`config.mk`:
```
export PLATFORM = sky130hd
export DESIGN_NAME = seg_scan_unit
export DESIGN_NICKNAME = d
export VERILOG_FILES = /design/src/rtl/seg_pkg.sv /design/src/rtl/seg_glyph_dec.sv /design/src/rtl/seg_scan_unit.sv
export SDC_FILE = /design/constraint.sdc
export NUM_CORES = 1
export LEC_CHECK = 0
export BUFFER_PORTS_ARGS = -buffer_cell sky130_fd_sc_hd__buf_2
export CAP_MARGIN = 5
export CORE_MARGIN = 2
export CORE_UTILIZATION = 30
export CTS_CLUSTER_DIAMETER = 80
export CTS_CLUSTER_SIZE = 12
export DETAILED_ROUTE_END_ITERATION = 10
export HOLD_SLACK_MARGIN = 0.1
export SETUP_SLACK_MARGIN = 0.1
export SKIP_CTS_REPAIR_TIMING = 1
export SYNTH_ARGS = -nofsm -noshare
export SYNTH_HDL_FRONTEND = slang
export SYNTH_SLANG_ARGS = --single-unit
```
`constraint.sdc`:
```
create_clock -name clk -period 3.2 [get_ports clk]
set_input_delay 0.64 -clock clk [delete_from_list [all_inputs] [get_ports clk]]
set_output_delay 0.64 -clock clk [all_outputs]
set_load 0.02 [all_outputs]
```
`src/rtl/seg_pkg.sv`:
```
// Shared definitions for the seven-segment display path:
// glyph patterns, special character codes, scan phases.
package seg_pkg;

  typedef logic [7:0][4:0] frame_t;

  typedef enum logic [1:0] {
    PH_GUARD,
    PH_LIT,
    PH_DARK
  } phase_e;

  localparam logic [4:0] CODE_DASH  = 5'h10;
  localparam logic [4:0] CODE_BLANK = 5'h1F;

  localparam logic [7:0] SEG_0     = 8'hC0;
  localparam logic [7:0] SEG_1     = 8'hF9;
  localparam logic [7:0] SEG_2     = 8'hA4;
  localparam logic [7:0] SEG_3     = 8'hB0;
  localparam logic [7:0] SEG_4     = 8'h99;
  localparam logic [7:0] SEG_5     = 8'h92;
  localparam logic [7:0] SEG_6     = 8'h82;
  localparam logic [7:0] SEG_7     = 8'hF8;
  localparam logic [7:0] SEG_8     = 8'h80;
  localparam logic [7:0] SEG_9     = 8'h90;
  localparam logic [7:0] SEG_A     = 8'h88;
  localparam logic [7:0] SEG_B     = 8'h83;
  localparam logic [7:0] SEG_C     = 8'hC6;
  localparam logic [7:0] SEG_D     = 8'hA1;
  localparam logic [7:0] SEG_E     = 8'h86;
  localparam logic [7:0] SEG_F     = 8'h8E;
  localparam logic [7:0] SEG_DASH  = 8'hBF;
  localparam logic [7:0] SEG_BLANK = 8'hFF;

  function automatic int slot_cycles(
    input int clk_hz,
    input int scan_hz
  );
    return clk_hz / scan_hz;
  endfunction

endpackage

```
`src/rtl/seg_glyph_dec.sv`:
```
// 5-bit character code to active-low {dp,g..a} pattern.
// Ports: code (char code), dp (point enable), seg (pattern).
module seg_glyph_dec
  import seg_pkg::*;
(
  input  logic [4:0] code,
  input  logic       dp,
  output logic [7:0] seg
);

  logic [7:0] base;

  always_comb begin
    base = SEG_BLANK;
    case (code)
      5'h00:     base = SEG_0;
      5'h01:     base = SEG_1;
      5'h02:     base = SEG_2;
      5'h03:     base = SEG_3;
      5'h04:     base = SEG_4;
      5'h05:     base = SEG_5;
      5'h06:     base = SEG_6;
      5'h07:     base = SEG_7;
      5'h08:     base = SEG_8;
      5'h09:     base = SEG_9;
      5'h0A:     base = SEG_A;
      5'h0B:     base = SEG_B;
      5'h0C:     base = SEG_C;
      5'h0D:     base = SEG_D;
      5'h0E:     base = SEG_E;
      5'h0F:     base = SEG_F;
      CODE_DASH: base = SEG_DASH;
      default:   base = SEG_BLANK;
    endcase
  end

  assign seg = dp ? (base & 8'h7F) : base;

endmodule

```
`src/rtl/seg_scan_unit.sv`:
```
// 8-digit multiplexed seven-segment driver with guard and PWM.
// Ports: clk, rst_n, display_data, dp_mask, bright in;
//        led_en, seg (active-low), frame_start out.
module seg_scan_unit
  import seg_pkg::*;
#(
  parameter int CLK_HZ       = 100_000_000,
  parameter int SCAN_HZ      = 1000,
  parameter int BLANK_CYCLES = 100
) (
  input  logic        clk,
  input  logic        rst_n,
  input  logic [39:0] display_data,
  input  logic [7:0]  dp_mask,
  input  logic [2:0]  bright,
  output logic [7:0]  led_en,
  output logic [7:0]  seg,
  output logic        frame_start
);

  localparam int SLOT_CYCLES = slot_cycles(CLK_HZ, SCAN_HZ);
  localparam int CW          = $clog2(SLOT_CYCLES);
  localparam int ACT         = SLOT_CYCLES - BLANK_CYCLES;

  typedef logic [CW:0] cnt_ext_t;

  // End of the lit window per brightness level, one extra bit
  // because the window may run to the very end of the slot.
  function automatic cnt_ext_t lit_end(input int b);
    return cnt_ext_t'(BLANK_CYCLES + ((ACT * (b + 1)) >> 3));
  endfunction

  localparam cnt_ext_t LIT_END [8] = '{
    lit_end(0), lit_end(1), lit_end(2), lit_end(3),
    lit_end(4), lit_end(5), lit_end(6), lit_end(7)
  };

  logic [CW-1:0] div_cnt;
  logic [2:0]    idx;
  frame_t        frame_buf;
  logic [7:0]    dp_buf;
  logic [2:0]    bright_buf;

  logic          slot_end;
  logic          latch;
  logic          in_guard;
  logic          in_lit;
  phase_e        phase;
  logic [7:0]    glyph;

  assign slot_end = div_cnt == CW'(SLOT_CYCLES - 1);
  assign latch    = (div_cnt == '0) && (idx == 3'd0);

  always_ff @(posedge clk or negedge rst_n) begin
    if (!rst_n) begin
      div_cnt     <= '0;
      idx         <= 3'd0;
      frame_start <= 1'b0;
      frame_buf   <= {8{CODE_BLANK}};
      dp_buf      <= 8'h00;
      bright_buf  <= 3'd7;
    end else begin
      div_cnt     <= slot_end ? '0 : div_cnt + CW'(1);
      frame_start <= latch;
      if (slot_end) begin
        idx <= idx + 3'd1;
      end
      if (latch) begin
        frame_buf  <= display_data;
        dp_buf     <= dp_mask;
        bright_buf <= bright;
      end
    end
  end

  assign in_guard = div_cnt < CW'(BLANK_CYCLES);
  assign in_lit   = !in_guard &&
                    ({1'b0, div_cnt} < LIT_END[bright_buf]);

  always_comb begin
    phase = PH_DARK;
    unique case (1'b1)
      in_guard: phase = PH_GUARD;
      in_lit:   phase = PH_LIT;
      default:  phase = PH_DARK;
    endcase
  end

  seg_glyph_dec u_glyph (
    .code (frame_buf[idx]),
    .dp   (dp_buf[idx]),
    .seg  (glyph)
  );

  always_ff @(posedge clk or negedge rst_n) begin
    if (!rst_n) begin
      led_en <= 8'hFF;
      seg    <= 8'hFF;
    end else if (phase == PH_LIT) begin
      led_en <= ~(8'd1 << idx);
      seg    <= glyph;
    end else begin
      led_en <= 8'hFF;
      seg    <= 8'hFF;
    end
  end

endmodule

```
==> reports/metrics.cfg <==
[yosys]
ys_top_cells_by_area = dfstp_2 (32%), mux2_4 (15%), dfrtp_1 (15%)
synth-async-reset-ratio_pct = 100
syn_area_per_cell_um2 = 13.7
synth_common_cells = dfstp_2 (59), mux2_4 (49), ha_1 (33)
synth_edf_count = 0
synth_most_common_cell = dfstp_2
syn_inst = 356
ys_types = 49
yosysTopAreaCell = dfstp_2
syn_area_um2 = 4870
yosysWarnings = 0
syn_nets = 442
ys_ff_latch = 88
yosysSeqAreaShare_pct = 46.7
ys.flop_type = dfstp_2
synth_top_area_share_pct = 31.8

[floorplan]
die_w_um = 131
die_area_um2 = 17300
start_util_pct = 30.7
rows = 46
core_area_um2 = 15900
dieHeight_um = 131
io_pins = 70

[critical_path]
worst_r2r_endpoint = seg[3]$_DFF_PN1_
critPathLaunchType = flip-flop
cpMaxStageDelayCell = dfrtp_1
crit_required_ns = 3.43
path_delay_family = multiplexers
critPathCaptureType = flip-flop
criticalPathCategory = flip-flop to flip-flop
worstPathMaxFanout = 15
slowest_delay_ns = 0.91
worstRegToRegCells = 7
timing.rr.start = idx[0]$_DFFE_PN0N_
path_buf_inv = 1
path_cells = mux4_2, mux2i_2, inv_1, ha_1, mux2_2, nand2_1, o2111ai_1
r2r_slack_ns = 0.40
startpoint = idx[0]$_DFFE_PN0N_
crit_arrival_ns = 3.03

[timing]
tightestPinTransition_ns = 1.09
clock_skew_ns = 0.00687
finalHoldViolCount = 0
setup_tns_ns = 0
setup_viol = 0
relSlewSlack_pct = 27.4
slew_violations = 0
rsz0062_at_grt = false
fmax_mhz = 357
finalCritPeriodShare_pct = 87.5
fin_crit_ns = 2.80

[detailed_routing]
drcViolationCount = 0
num_vias = 2956
drt-total-wl_um = 9790
vias_per_cell = 4.56
wl_per_cell_um = 15.1
firstDrtPassIters = 4
final_antenna_net_count = 0
drt_iter0_markers = 168

[min_path]
holdPathStages = 1
min_to = dp_buf[6]$_DFFE_PN0P_
hold_path.class = flip-flop to flip-flop
min-delay-start = dp_buf[6]$_DFFE_PN0P_

[pwr]
p_leak_nw = 2.49
p_per_area_nw_per_um2 = 446
peakVddDrop_mv = 0.241

[clock_network]
cts_tree = done
clock_latency_ns = 0.34
ctsHtreeMaxLevel = 3
clockBufferDepth = 2
cts_made_buffers = 9
cts.clk_slew.worst_paths_ns = 0.07
clock_sinks = 88
clockRootBuffer = clkbuf_16

[layout]
insertedDiodeCount = 0
post-route-util_pct = 36.1
nets = 513
fill_cells = 1568
syn_to_final_growth_pct = 17.5
drive_gt1_share_pct = 51.9

[grt]
grt_max_degree = 89
grt_pass1_vias = 3039
grt_antenna_before_repair = 0
grt_pass1_wl_um = 16400
grt.overflow.total = 0
grt.total_usage_pct = 11.8

[outcome]
status = finished, final reports clean

[placed_design]
portBuffers = 69
gp_congestion = 0.862
hpwlAfterDp_um = 7030

[run]
max_cap_violations = 0

placed cells by master (no fill, tap or decap), types with 5 or more instances in the layout:
cell type and count:
mux2_4 49, inv_1 11, nand2_1 22, nand3_1 16, nand4_1 5, nor2b_1 5, a21oi_1 9, ha_1 33
nor2_1 18, xor2_1 9, dfrtp_1 29, o21ai_0 6, buf_4 5, clkbuf_16 10, mux2_2 5, mux2i_1 5
buf_2 68, mux4_2 10, xnor2_1 8, dfstp_2 59
cell type report:
type / count / area (µm²) / area share [%]
Timing Repair Buffer: 74 / 398 / 6.95
Multi-Input combinational cell: 241 / 2400 / 41.8
Inverter: 13 / 48.8 / 0.852
Clock buffer: 10 / 250 / 4.37
Clock inverter: 6 / 88.8 / 1.55
Sequential cell: 88 / 2280 / 39.7
Tap cell: 216 / 270 / 4.72
worst register-to-register path, cell delays in order (launching register included):
cell and delay, ns:
dfrtp_1 0.91, mux4_2 0.62, mux2i_2 0.35, inv_1 0.13, ha_1 0.24, mux2_2 0.27
nand2_1 0.06, o2111ai_1 0.11
power breakdown:
group | switching (W) | internal, W
Clock | 0.000442 | 0.000733
Sequential | 0.0000242 | 0.00117
Combinational | 0.0000839 | 0.000103
Total | 0.000550 | 0.00200
per-layer routing:
metal,global-route usage (%),vias up,part of all wire (%)
met3,2.24,10,3.2
met4,4.77,0,1.6
met2,18.0,65,45
met1,16.6,1455,50
met5,0,-,0
li1,-,1426,-
how the worst max path moves through the flow:
stage	endpoint	slack (ns)	depth (start not counted)
6_report	seg[3]$_DFF_PN1_	0.40	7
5_1_grt	seg[3]$_DFF_PN1_	0.20	7
4_1_cts	seg[3]$_DFF_PN1_	0.35	7
3_5_place_dp	seg[3]$_DFF_PN1_	0.39	7
3_3_place_gp	seg[2]$_DFF_PN1_	0.45	11
2_1_floorplan	seg[4]$_DFF_PN1_	0.55	11
cell families (layout without fill, tap and decap cells):
group | count (synthesis) | after routing | synth area share [%]
AOI/OAI and AO/OA | 29 | 29 | 3.95
and+or+nand+nor | 88 | 88 | 9.58
DFF | 88 | 88 | 46.7
muxes | 74 | 74 | 24.0
xor gates and xnor gates | 17 | 17 | 3.06
buffers and inverters | 27 | 103 | 4.24
adders and majority gates | 33 | 33 | 8.47
per-stage QoR:
step | setup slack, ns | hold WS [ns] | area [µm²] | power [W] | cells
final | 0.401 | 0.515 | 5730 | 0.00255 | 648
after global routing | 0.198 | 0.518 | 5730 | 0.00265 | 648
after CTS | 0.347 | 0.518 | 5730 | 0.00259 | 648
after detailed placement | 0.387 | 0.504 | 5390 | 0.00140 | 632
after global placement | 0.453 | 0.494 | 5390 | 0.00139 | 632
after floorplan | 0.554 | 0.344 | 4870 | 0.00132 | 356
flip-flops by register name (all words and copies together) (netlist names):
register and count:
bright_buf 3, div_cnt 17, dp_buf 8, frame_buf 40
frame_start 1, idx 3, led_en 8, seg 8
No activity file was read; power rests on OpenSTA's default activity.
